<file path="config.mk">
export PLATFORM = sky130hd
export DESIGN_NAME = t09_mode_sequencer
export DESIGN_NICKNAME = d
export VERILOG_FILES = /design/src/rtl/t09_mode_sequencer.sv
export SDC_FILE = /design/constraint.sdc
export NUM_CORES = 1
export LEC_CHECK = 0
export ABC_CLOCK_PERIOD_IN_PS = 1300
export BUFFER_PORTS_ARGS = -buffer_cell sky130_fd_sc_hd__buf_2
export CAP_MARGIN = 20
export CORE_AREA = 4 4 41 43
export CTS_CLUSTER_SIZE = 24
export DETAILED_ROUTE_END_ITERATION = 10
export DIE_AREA = 0 0 45 47
export SLEW_MARGIN = 30
export SYNTH_ARGS = -nofsm -noshare
export SYNTH_HDL_FRONTEND = slang
export SYNTH_SLANG_ARGS = --single-unit
</file>
<file path="constraint.sdc">
create_clock -name clk -period 1.3 [get_ports clk]
set_input_delay 0.26 -clock clk [delete_from_list [all_inputs] [get_ports clk]]
set_output_delay 0.26 -clock clk [all_outputs]
set_load 0.01 [all_outputs]
</file>
<file path="src/rtl/t09_mode_sequencer.sv">
// Mode sequencer: steps a registered mode forward/backward on button edges, with load, lock and change/wrap pulses.
// Define T09_MODESEQ_AUTOREPEAT_EN to build the hold-to-repeat counter.
module t09_mode_sequencer #(
    parameter int NUM_MODES     = 3,
    parameter int MODE_W        = 2,
    parameter int RESET_MODE    = 1,
    parameter int HOLD_CYCLES   = 8,
    parameter int REPEAT_CYCLES = 4
) (
    input  logic              clk,
    input  logic              rst,
    input  logic              next,
    input  logic              prev,
    input  logic              load,
    input  logic [MODE_W-1:0] load_mode,
    input  logic              lock,
    output logic [MODE_W-1:0] mode,
    output logic              mode_changed,
    output logic              wrapped
);

    localparam logic [MODE_W-1:0] LAST_MODE = MODE_W'(NUM_MODES - 1);
    localparam logic [MODE_W-1:0] INIT_MODE = MODE_W'(RESET_MODE);

    if (NUM_MODES < 2 || (2 ** MODE_W) < NUM_MODES || RESET_MODE >= NUM_MODES ||
        HOLD_CYCLES < 1 || REPEAT_CYCLES < 1) begin : g_bad_params
        $error("t09_mode_sequencer: illegal parameter combination");
    end

    function automatic logic [MODE_W-1:0] step_fwd(input logic [MODE_W-1:0] m);
        return (m == LAST_MODE) ? '0 : m + MODE_W'(1);
    endfunction

    function automatic logic [MODE_W-1:0] step_bwd(input logic [MODE_W-1:0] m);
        return (m == '0) ? LAST_MODE : m - MODE_W'(1);
    endfunction

    logic              next_q, prev_q;
    logic              next_edge, prev_edge, edge_step;
    logic              fwd_req, bwd_req;
    logic [MODE_W-1:0] mode_nxt;
    logic              changed_nxt, wrapped_nxt;

    assign next_edge = next & ~next_q;
    assign prev_edge = prev & ~prev_q;
    // Simultaneous edges cancel; load and lock both discard edges.
    assign edge_step = (next_edge ^ prev_edge) & ~load & ~lock;

`ifdef T09_MODESEQ_AUTOREPEAT_EN
    localparam int MAX_CYC = (HOLD_CYCLES > REPEAT_CYCLES) ? HOLD_CYCLES : REPEAT_CYCLES;
    localparam int CNT_W   = $clog2(MAX_CYC + 1);

    logic             rpt_act, rpt_dir, rpt_fast;
    logic [CNT_W-1:0] rpt_cnt, rpt_thr;
    logic             hold_ok, rpt_run, rpt_fire;

    // rpt_dir: 0 = repeating next, 1 = repeating prev
    assign hold_ok  = rpt_dir ? (prev & ~next) : (next & ~prev);
    assign rpt_run  = rpt_act & hold_ok & ~load & ~lock;
    assign rpt_thr  = rpt_fast ? CNT_W'(REPEAT_CYCLES) : CNT_W'(HOLD_CYCLES);
    assign rpt_fire = rpt_run & (rpt_cnt == rpt_thr);

    // rpt_cnt counts cycles since the last step taken in this hold
    always_ff @(posedge clk) begin
        if (rst) begin
            rpt_act  <= 1'b0;
            rpt_dir  <= 1'b0;
            rpt_fast <= 1'b0;
            rpt_cnt  <= '0;
        end else if (edge_step) begin
            rpt_act  <= 1'b1;
            rpt_dir  <= prev_edge;
            rpt_fast <= 1'b0;
            rpt_cnt  <= CNT_W'(1);
        end else if (rpt_run) begin
            if (rpt_fire) begin
                rpt_fast <= 1'b1;
                rpt_cnt  <= CNT_W'(1);
            end else begin
                rpt_cnt  <= rpt_cnt + CNT_W'(1);
            end
        end else begin
            rpt_act  <= 1'b0;
            rpt_fast <= 1'b0;
            rpt_cnt  <= '0;
        end
    end

    assign fwd_req = (edge_step & next_edge) | (rpt_fire & ~rpt_dir);
    assign bwd_req = (edge_step & prev_edge) | (rpt_fire & rpt_dir);
`else
    assign fwd_req = edge_step & next_edge;
    assign bwd_req = edge_step & prev_edge;
`endif

    always_comb begin
        mode_nxt    = mode;
        changed_nxt = 1'b0;
        wrapped_nxt = 1'b0;
        if (load) begin
            if (load_mode <= LAST_MODE && load_mode != mode) begin
                mode_nxt    = load_mode;
                changed_nxt = 1'b1;
            end
        end else if (fwd_req) begin
            mode_nxt    = step_fwd(mode);
            changed_nxt = 1'b1;
            wrapped_nxt = (mode == LAST_MODE);
        end else if (bwd_req) begin
            mode_nxt    = step_bwd(mode);
            changed_nxt = 1'b1;
            wrapped_nxt = (mode == '0);
        end
    end

    // History set to 1 on reset so a button held through reset release is not an edge
    always_ff @(posedge clk) begin
        if (rst) begin
            next_q       <= 1'b1;
            prev_q       <= 1'b1;
            mode         <= INIT_MODE;
            mode_changed <= 1'b0;
            wrapped      <= 1'b0;
        end else begin
            next_q       <= next;
            prev_q       <= prev;
            mode         <= mode_nxt;
            mode_changed <= changed_nxt;
            wrapped      <= wrapped_nxt;
        end
    end

endmodule

</file>
; Word-level counts from Yosys, hierarchy flattened
; Cells that the tools add are included.
[totals]
ff_bits = 6
output_inout_bits = 4
input_bits = 8
[classes]
order_cmp = 1
n_bitwise = 11
n_addsub = 2
n_mux = 12
n_reduce_logical = 5
n_eq_ne = 3
[ops]
columns = operator, count
row1 = 2-to-1 mux 2 bit, 6
row2 = bitwise AND 1 bit, 6
row3 = 2-to-1 mux 1 bit, 6
row4 = inverter 1 bit, 4
row5 = nonzero test 3 bit, 1
row6 = "adder 2 x 1 -> 2 bit, second input constant", 1
row7 = "== test 2 bit, second input constant", 1
row8 = "less-or-equal comparator 2 bit, second input constant", 1
row9 = logical NOT 2 bit, 1
row10 = "inequality test 2 x 1 -> 1 bit, second input constant", 1
row11 = inequality test 2 bit, 1
row12 = AND reduction 2 bit, 1
row13 = OR reduction 2 bit, 1
row14 = "subtractor 2 x 1 -> 2 bit, second input constant", 1
row15 = logical AND 1 bit, 1
row16 = bitwise XOR 1 bit, 1

; Longest topological paths before layout
; Gate-level depths: netlist of run 1.
[depth]
depth_word = 9
ltp_mapped = 4
mapped_depth_nobuf = 4

; Worst setup path before layout of run 1
; OpenSTA, ideal clock, no wires.
[synth_path]
path_kind = register to register
startpoint = register mode[0]
endpoint = register mode[1]
synth_period_minus_slack_ps = 1339
setup_slack_ps = -39
path_buffers = 0
setup_time_ps = 79
t_arrival_ps = 1260
stages_incl_launch_ff = 5
cell_sequence = dfxtp_1 > inv_1 > ha_1 > a311o_1 > a211oi_2
[synth_between]
elab_chain_len = 5
word_cells_on_any_way = 13
cone_classes = 2 x add/sub / 3 x eq/ne / 5 x mux / 3 x reduce/logical
[synth_lines]
columns = element, line
row1 = start: declaration, 17  ; output logic [MODE_W-1:0] mode,
row2 = start signal: assignment, 127  ; mode <= mode_nxt;
row3 = subtractor 2 x 1 -> 2 bit or logical NOT 2 bit (tied branches), 35  ; return (m == '0) ? LAST_MODE : m - MODE_W'(1);
row4 = 2-to-1 mux 2 bit, 35
row5 = 2-to-1 mux 2 bit, 109  ; end else if (bwd_req) begin
row6 = 2-to-1 mux 2 bit, 105  ; end else if (fwd_req) begin
row7 = 2-to-1 mux 2 bit, 100  ; if (load) begin
; Parallel ways exist; a longest one is shown, timed or not. The select of a mux whose other input is x is not followed.
; A chain may end at the register's enable or synchronous reset.

; Worst setup path after layout of run 1
[layout_path]
startpoint = register mode[1]
endpoint = register mode[1]
; Same word-level chain as after synthesis.

==> run metrics, run 1 <==
P&R area growth vs syn=28.2%; synth warn=0; peak supply drop=0.341 mV; Post-Syn Area=377 µm²; # Max-Cap Violations=0; clock latency on the worst-skew pair=240 ps; total grt overflow=0; register clock-pin slew on the reported worst setup and hold paths=50 ps; DIE AREA=2120 µm²; CP Max Fanout=6; min Tclk post-route=1250 ps; Overall Global Routing Usage=9.18%; status=finished clean; Vias per Instance=4.77; synthesized flop and latch total=6; Post-synth top flop=dfxtp_1; ys async rst share=0%; post-synthesis adder-cell area fraction=13.3%; hold buffers post-CTS=0; vias=348; vias in the first global route=338; final period utilization=95.9%; Worst EP arrival=1410 ps; fin nets=72; number of buffers inserted by port buffering=11; Final Skew=1.51 ps; initial antenna violation count=0; WHS=233 ps; CP endpoint kind=register; worst rel slew slack=76.8%; P_leak=0.214 nW; WL/cell=10.4 µm; number of post-CTS setup repair buffers=0; mux contribution to synthesized area=0%; Post-Syn Area per Cell=8.76 µm²; Pins Over Slew Limit=0; final wirelength=762 µm; Die W=45 µm; Critical Path RT=1460 ps; EDFF count, synth=0; Post-Synth XOR/XNOR Area=0%; H-tree depth=1; CTS sink cnt=6; clk buf depth=2; DR pass1 iterations=4; pin count of the biggest net entering global routing=7; Compound-Gate Fraction of Synth Area=20.9%; dpl hpwl=633 µm; Startpoint Class=register; Synth Area in Simple Gates=30.9%; final hold violations=0; RSZ-0062 raised after global routing=no; I/O Pins=12; TritonCTS Buffers=3; Yosys cell types=23; Power Dens Cells=965 nW/µm²; worst slew pin tran=345 ps; first-pass GRT wire length=1.39 mm; largest family of logic cells by synthesized area=simple AND/OR/NAND/NOR gates; Initial Util=28.9%; Mapped Nets=55; clk root buf=clkbuf_4; Fmax=802 MHz; Hold WC Path Type=in -> reg; Placement Rows=13; sequential area share after synthesis=31.9%; Final ANT Viol Nets=0; drt drc=0; antenna diode count=0; gate count of the mapped netlist=43; Final setup violation count=0; critical path type=reg -> reg; Detailed Route Iter0 Violations=2; CTS resizes=0; Placeable Area=1300 µm²; CTS tree=built; Fin Setup TNS=0 ps; Placer Congestion=0.736; share of cells above drive strength 1=39.7%; die height=47 µm
-- layout by cell type, fill, tap and decap left out --
cell type	Yosys	layout
buf_2	0	11
nor2b_1	6	6
ha_1	4	4
dfxtp_1	6	4
inv_1	3	3
or2_2	3	3
clkbuf_4	0	3
nor2_1	2	2
o21ai_0	2	2
nand2_1	2	2
dfxtp_2	0	2
or2b_1	1	1
nand2b_1	1	1
nor2b_4	1	1
nor2_2	1	1
o21ai_1	1	1
a31oi_1	1	1
a22oi_1	1	1
nor3_1	1	1
o21bai_1	1	1
o22ai_1	1	1
a32oi_1	1	1
a21oi_1	1	1
a311o_1	1	1
nor4_1	1	1
a211oi_2	1	1
buf_4	0	1
-- worst max-delay path: stages, from the launching register on --
cell	delay, ps
dfxtp_2	360
inv_1	80
ha_1	270
a311o_1	270
a211oi_2	180
-- per-stage QoR --
stage,setup WS [ps],instances,instance area (µm²),util [%],power (mW)
6_report,52.8,73,483,37.1,0.466
5_1_grt,12.0,73,483,37.1,0.495
4_1_cts,42.7,73,483,37.1,0.470
3_5_place_dp,52.7,70,460,35.4,0.295
3_3_place_gp,88.7,70,460,35.4,0.295
2_1_floorplan,42.3,43,379,-,0.259
-- state kept, by name, indices dropped and copies added (netlist names) --
name          count
prev_q            1
mode_changed      1
wrapped           1
mode              2
next_q            1
-- path summary, 6_finish.rpt --
| path | to | depth (start not counted) | startpoint | slack [ps] |
|---|---|---|---|---|
| setup / recovery | mode[1]$_SDFFE_PP0P_ | 4 | mode[1]$_SDFFE_PP0P_ | 50 |
| hold / removal | prev_q$_SDFF_PP1_ | 2 | prev | 230 |
| setup reg to reg | mode[1]$_SDFFE_PP0P_ | 4 | mode[1]$_SDFFE_PP0P_ | 50 |
| hold reg to reg | mode[1]$_SDFFE_PP0P_ | 2 | mode[1]$_SDFFE_PP0P_ | 610 |
-- synthesized netlist by cell type, types with 2 or more instances --
cell type	instances	share of area (%)
dfxtp_1	6	32
nor2b_1	6	10
ha_1	4	13
inv_1	3	3.0
or2_2	3	5.0
nand2_1	2	2.0
nor2_1	2	2.0
o21ai_0	2	2.7
-- area by class of cell --
| type | instances | area [µm²] |
|---|---|---|
| inverters | 3 | 11.3 |
| fillers | 153 | 818 |
| repair buffers | 12 | 62.6 |
| clock buffers | 3 | 22.5 |
| multi-input cells | 34 | 245 |
| flip-flops and latches | 6 | 123 |
| well taps | 15 | 18.8 |
-- per-layer routing --
metal	track usage (%)	up-vias	share of wire [%]
li1	-	183	-
met1	11.9	158	49
met2	13.6	7	47
met3	2.68	0	3.8
met4	5.26	0	0
met5	0	-	0
-- kinds of logic after synthesis --
group                    count (synthesis)
flip-flops                               6
adder cells (fa/ha/maj)                  4
AO/OA/AOI/OAI                           11
buffers and inverters                    3
AND/OR/NAND/NOR                         19
-- power breakdown --
group / total [mW] / switching (mW) / internal (mW) / leakage (nW)
clock network: 0.175 / 0.0705 / 0.105 / 0.0138
registers: 0.203 / 0.00679 / 0.196 / 0.0496
logic: 0.0881 / 0.0448 / 0.0433 / 0.151
(Power assumes the default switching activity.)
==> inputs of run 2 (changes only) <==
--- a/config.mk
+++ b/config.mk
@@ -6,7 +6,7 @@
 export NUM_CORES = 1
 export LEC_CHECK = 0
 export ABC_CLOCK_PERIOD_IN_PS = 1300
-export BUFFER_PORTS_ARGS = -buffer_cell sky130_fd_sc_hd__buf_2
+export BUFFER_PORTS_ARGS = -buffer_cell sky130_fd_sc_hd__clkbuf_2
 export CAP_MARGIN = 20
 export CORE_AREA = 4 4 41 43
 export CTS_CLUSTER_SIZE = 24
==> run 2 against run 1 <==
Net effect: clock skew fell by 0.53 ps; hold slack improved by 4.6 ps; clock power fell by 5%; wire length fell by 0.92%; setup slack improved by 7.8 ps; critical path depth did not move; first-iteration DRC count rose by 50%; final cell count did not move; flip-flop and latch count did not move; sequential power barely moved; combinational power barely moved; critical endpoint unchanged.
==> run metrics, run 2 (synthesis results as in run 1) <==
register clock-pin slew on the reported worst setup and hold paths=50 ps (about the same); first-pass GRT wire length=1.45 mm (+4.5%); Worst EP arrival=1390 ps (-20 ps); worst rel slew slack=77.1% (+0.34 points); dpl hpwl=631 µm (-0.30%); worst slew pin tran=340 ps (-5.02 ps); share of cells above drive strength 1=39.7% (unchanged); vias in the first global route=345 (+2.1%); flop2flop setup slack=60 ps (about the same); Pins Over Slew Limit=0 (unchanged); pin count of the biggest net entering global routing=7 (unchanged); critical path type=reg -> reg; CP endpoint kind=register; Final Non-Filler Cells=73 (unchanged); WL/cell=10.3 µm (-0.92%); Die W=45 µm (unchanged); Fmax=807 MHz (+0.63%); I/O Pins=12 (unchanged); initial antenna violation count=0 (unchanged); H-tree depth=1 (unchanged); Detailed Route Iter0 Violations=3 (+1); Placer Congestion=0.737 (+0.22%); antenna diode count=0 (unchanged); Placement Setup Slack=52.9 ps (+0.250 ps); die height=47 µm (unchanged); Pwr Total=0.457 mW (-1.9%); drt drc=0 (unchanged); max reg flops=2 (unchanged); Placement Rows=13 (unchanged); DIE AREA=2120 µm² (unchanged); most frequent cells in the layout=11 x clkbuf_2, 6 x nor2b_1, 4 x ha_1, 4 x dfxtp_1; max incr delay on CP=360 ps (about the same); CP max stage cell=dfxtp_4; Hold WC Path Type=in -> reg; clk buf depth=2 (unchanged); P&R area growth vs syn=28.9%; TritonCTS Buffers=3 (unchanged); final period utilization=95.3% (-0.60 points); clk root buf=clkbuf_4; Startpoint Class=register; clock latency on the worst-skew pair=240 ps (about the same); peak supply drop=0.439 mV (+29%); Power Dens Cells=942 nW/µm² (-2.4%); Biggest register=mode; most common cell after layout, fill and taps aside=clkbuf_2; Worst Slack Setup Final=60.6 ps (+7.78 ps); CTS sink cnt=6 (unchanged); RSZ-0062 raised after global routing=no; Critical Path RT=1450 ps (about the same); critical-path cell list=inv_1 > ha_1 > a311o_1 > a211oi_2; vias=340 (-2.3%); # Max-Cap Violations=0 (unchanged); P_leak=0.215 nW (+0.28%); Overall Global Routing Usage=9.66% (+0.48 points); number of post-CTS setup repair buffers=0 (unchanged); Final setup violation count=0 (unchanged); final core utilization=37.3% (+0.19 points); Initial Util=28.9% (unchanged); final wirelength=755 µm (-0.92%); DR pass1 iterations=2 (-2); Final Skew=0.980 ps (-0.526 ps); number of buffers inserted by port buffering=11 (unchanged); fin nets=72 (unchanged); final hold violations=0 (unchanged); CP Max Fanout=6 (unchanged); min Tclk post-route=1240 ps (-7.78 ps); CTS tree=built; Fin Setup TNS=0 ps (unchanged); placed cells=70 (unchanged); Vias per Instance=4.66 (-2.3%); Placeable Area=1300 µm² (unchanged); status=finished clean; total grt overflow=0 (unchanged); Final ANT Viol Nets=0 (unchanged)
## run 2: cell types whose count changed in the layout (fill, tap and decap cells not counted), sizes merged
cell,previous run,this run
buf,12,1
clkbuf,3,14
## run 2: cell type report
type | instances | area (µm²)
Clock buffer | 3 | 22.5
Fill cell | 141 | 816
Inverter | 3 | 11.3
Multi-Input combinational cell | 34 | 245
Sequential cell | 6 | 125
Tap cell | 15 | 18.8
Timing Repair Buffer | 12 | 62.6
## run 2: timing repair
item	in CTS	in global routing
endpoints found under the setup margin	0	1
hold endpoints to repair	0	0
resized for setup	0	1
hold buffers	0	0
## run 2: critical path: cells and delay by family (launching register included)
family,cells,cell delay (ps)
adders and majority gates,1,270
AOI/OAI and AO/OA,2,450
DFF,1,360
buffers and inverters,1,70
## run 2: through the flow
| step | hold WS (ps) | area (µm²) |
|---|---|---|
| after floorplan | 329 | 379 |
| after global placement | 474 | 460 |
| after detailed placement | 475 | 460 |
| after CTS | 229 | 483 |
| after global routing | 240 | 485 |
| final | 237 | 485 |
## run 2: worst paths after layout
check | from | to | cells after the start
max | mode[1]$_SDFFE_PP0P_ | mode[1]$_SDFFE_PP0P_ | 4
min | next | next_q$_SDFF_PP1_ | 2
max reg2reg | mode[1]$_SDFFE_PP0P_ | mode[1]$_SDFFE_PP0P_ | 4
min reg2reg | mode[1]$_SDFFE_PP0P_ | mode[1]$_SDFFE_PP0P_ | 2
## run 2: metal layers
metal | part of all wire (%) | up-vias | GRT usage, %
met3 | 4.5 | 0 | 2.68
met2 | 50 | 7 | 14.4
li1 | - | 184 | -
met5 | 0 | - | 0
met4 | 0 | 0 | 5.26
met1 | 46 | 149 | 12.6
## run 2: where the power goes
group | total (mW) | switching (mW) | internal [mW]
registers | 0.202 | 0.00686 | 0.195
logic | 0.0878 | 0.0447 | 0.0431
clock network | 0.167 | 0.0632 | 0.104
total | 0.457 | 0.115 | 0.342
==> inputs of run 3 (changes only) <==
--- a/config.mk
+++ b/config.mk
@@ -8,10 +8,11 @@
 export ABC_CLOCK_PERIOD_IN_PS = 1300
 export BUFFER_PORTS_ARGS = -buffer_cell sky130_fd_sc_hd__clkbuf_2
 export CAP_MARGIN = 20
-export CORE_AREA = 4 4 41 43
+export CORE_AREA = 2 2 39 41
+export CTS_BUF_LIST = sky130_fd_sc_hd__clkbuf_16
 export CTS_CLUSTER_SIZE = 24
 export DETAILED_ROUTE_END_ITERATION = 10
-export DIE_AREA = 0 0 45 47
+export DIE_AREA = 0 0 41 43
 export SLEW_MARGIN = 30
 export SYNTH_ARGS = -nofsm -noshare
 export SYNTH_HDL_FRONTEND = slang
==> run 3 against run 2 <==
Net effect: cell area is 12% higher; clock-buffer cell count did not move; power is 75% higher; critical path depth is the same; final cell count is 2.7% higher; global-route usage rose by 1.1 points; critical path type unchanged; largest power group is now clock.
==> run metrics, run 3 (synthesis results as in run 1) <==
DIE AREA=1760 µm² (-17%); first-pass GRT wire length=1.21 mm (-17%); WL/cell=10.6 µm (+2.2%); clk root buf=clkbuf_16; peak supply drop=0.671 mV (+53%); worst rel slew slack=79.4% (+2.2 points); Critical Path RT=1440 ps (about the same); Final ANT Viol Nets=0 (unchanged); RSZ-0062 raised after global routing=no; Power Dens Cells=1470 nW/µm² (+56%); fin nets=73 (+1.4%); final hold violations=0 (unchanged); Placer Congestion=0.756 (+2.6%); Worst Slack Setup Final=87.4 ps (+26.7 ps); total grt overflow=0 (unchanged); final period utilization=93.3% (-2.1 points); Detailed Route Iter0 Violations=3 (unchanged); H-tree depth=1 (unchanged); share of cells above drive strength 1=40.7% (+1.0 points); register clock-pin slew on the reported worst setup and hold paths=30 ps (-20 ps); Vias per Instance=4.63 (-0.66%); # fillers=143 (+1.4%); pin count of the biggest net entering global routing=7 (unchanged); Fin Setup TNS=0 ps (unchanged); Final Skew=0.577 ps (-0.403 ps); # Max-Cap Violations=0 (unchanged); Pins Over Slew Limit=0 (unchanged); number of buffers inserted by port buffering=11 (unchanged); hold buffers post-CTS=0 (unchanged); vias=347 (+2.1%); min Tclk post-route=1210 ps (-26.7 ps); Overall Global Routing Usage=10.7% (+1.1 points); CTS sink cnt=6 (unchanged); most common cell after layout, fill and taps aside=clkbuf_2; Die W=41 µm (-8.9%); Worst EP arrival=1350 ps (-40 ps); antenna diode count=0 (unchanged); Fmax=825 MHz (+2.2%); most frequent cells in the layout=11 x clkbuf_2, 6 x nor2b_1, 4 x ha_1, 4 x dfxtp_1; CP Max Fanout=3 (-3); critical path type=reg -> reg; P_leak=0.243 nW (+13%); TritonCTS Buffers=3 (unchanged); max reg flops=2 (unchanged); Placement Rows=14 (+1); CTS resizes=0 (unchanged); Placeable Area=1380 µm² (+6.3%); P&R area growth vs syn=44.5%; I/O Pins=12 (unchanged); Final setup violation count=0 (unchanged); DR pass1 iterations=3 (+1); Placement Setup Slack=86.1 ps (+33.2 ps); Startpoint Class=register; drt drc=0 (unchanged); final wirelength=793 µm (+5.0%); clock latency on the worst-skew pair=230 ps (about the same); dpl hpwl=632 µm (+0.19%); Biggest register=mode; Initial Util=27.2% (-1.7 points); initial antenna violation count=0 (unchanged); Hold WC Path Type=in -> reg; status=finished clean; clk buf depth=2 (unchanged); vias in the first global route=317 (-8.1%); CTS tree=built; number of post-CTS setup repair buffers=0 (unchanged); die height=43 µm (-8.5%); worst slew pin tran=307 ps (-33.1 ps); CP endpoint kind=register
[run 3: stage by stage]
step | power (mW) | cell area (µm²) | std cells | hold slack, ps | util (%)
after floorplan | 0.259 | 379 | 43 | 329 | -
after global placement | 0.298 | 469 | 72 | 471 | 33.9
after detailed placement | 0.299 | 469 | 72 | 474 | 33.9
after CTS | 0.799 | 544 | 75 | 255 | 39.3
after global routing | 0.819 | 544 | 75 | 264 | 39.3
final | 0.800 | 544 | 75 | 249 | 39.3
[run 3: worst paths after layout]
check	startpoint	endpoint	slack, ps	cells past startpoint
max	mode[0]$_SDFFE_PP1P_	mode[1]$_SDFFE_PP0P_	90	4
min	next	next_q$_SDFF_PP1_	250	2
max reg2reg	mode[0]$_SDFFE_PP1P_	mode[1]$_SDFFE_PP0P_	90	4
min reg2reg	mode[0]$_SDFFE_PP1P_	mode_changed$_SDFF_PP0_	710	3
[run 3: power by group]
part	internal (mW)	leakage (nW)	total [mW]	switching (mW)
sequential	0.197	0.0496	0.202	0.00498
combinational	0.0458	0.156	0.0948	0.0491
clock	0.395	0.0370	0.503	0.108
[run 3: cell type report]
class	count	area (µm²)	share of cell area [%]
Tap cell	16	20.0	3.68
Inverter	3	11.3	2.07
Multi-Input combinational cell	34	245	45.1
Sequential cell	6	123	22.5
Timing Repair Buffer	13	70.1	12.9
Clock buffer	3	75.1	13.8
[run 3: routing by layer]
metal / routed length [µm] / track usage, % / share of wire [%] / up-vias
met5: 0 / 0 / 0 / -
met1: 365 / 11.5 / 46 / 151
met2: 380 / 16.6 / 48 / 9
met3: 31 / 3.14 / 3.9 / 3
met4: 16 / 8.00 / 2.0 / 0
li1: - / - / - / 184
[run 3: worst max-delay path, cell delays in order (launching register included)]
cell and delay [ps]:
dfxtp_2 310, inv_1 60, ha_1 290, a311o_1 270
a211oi_2 200
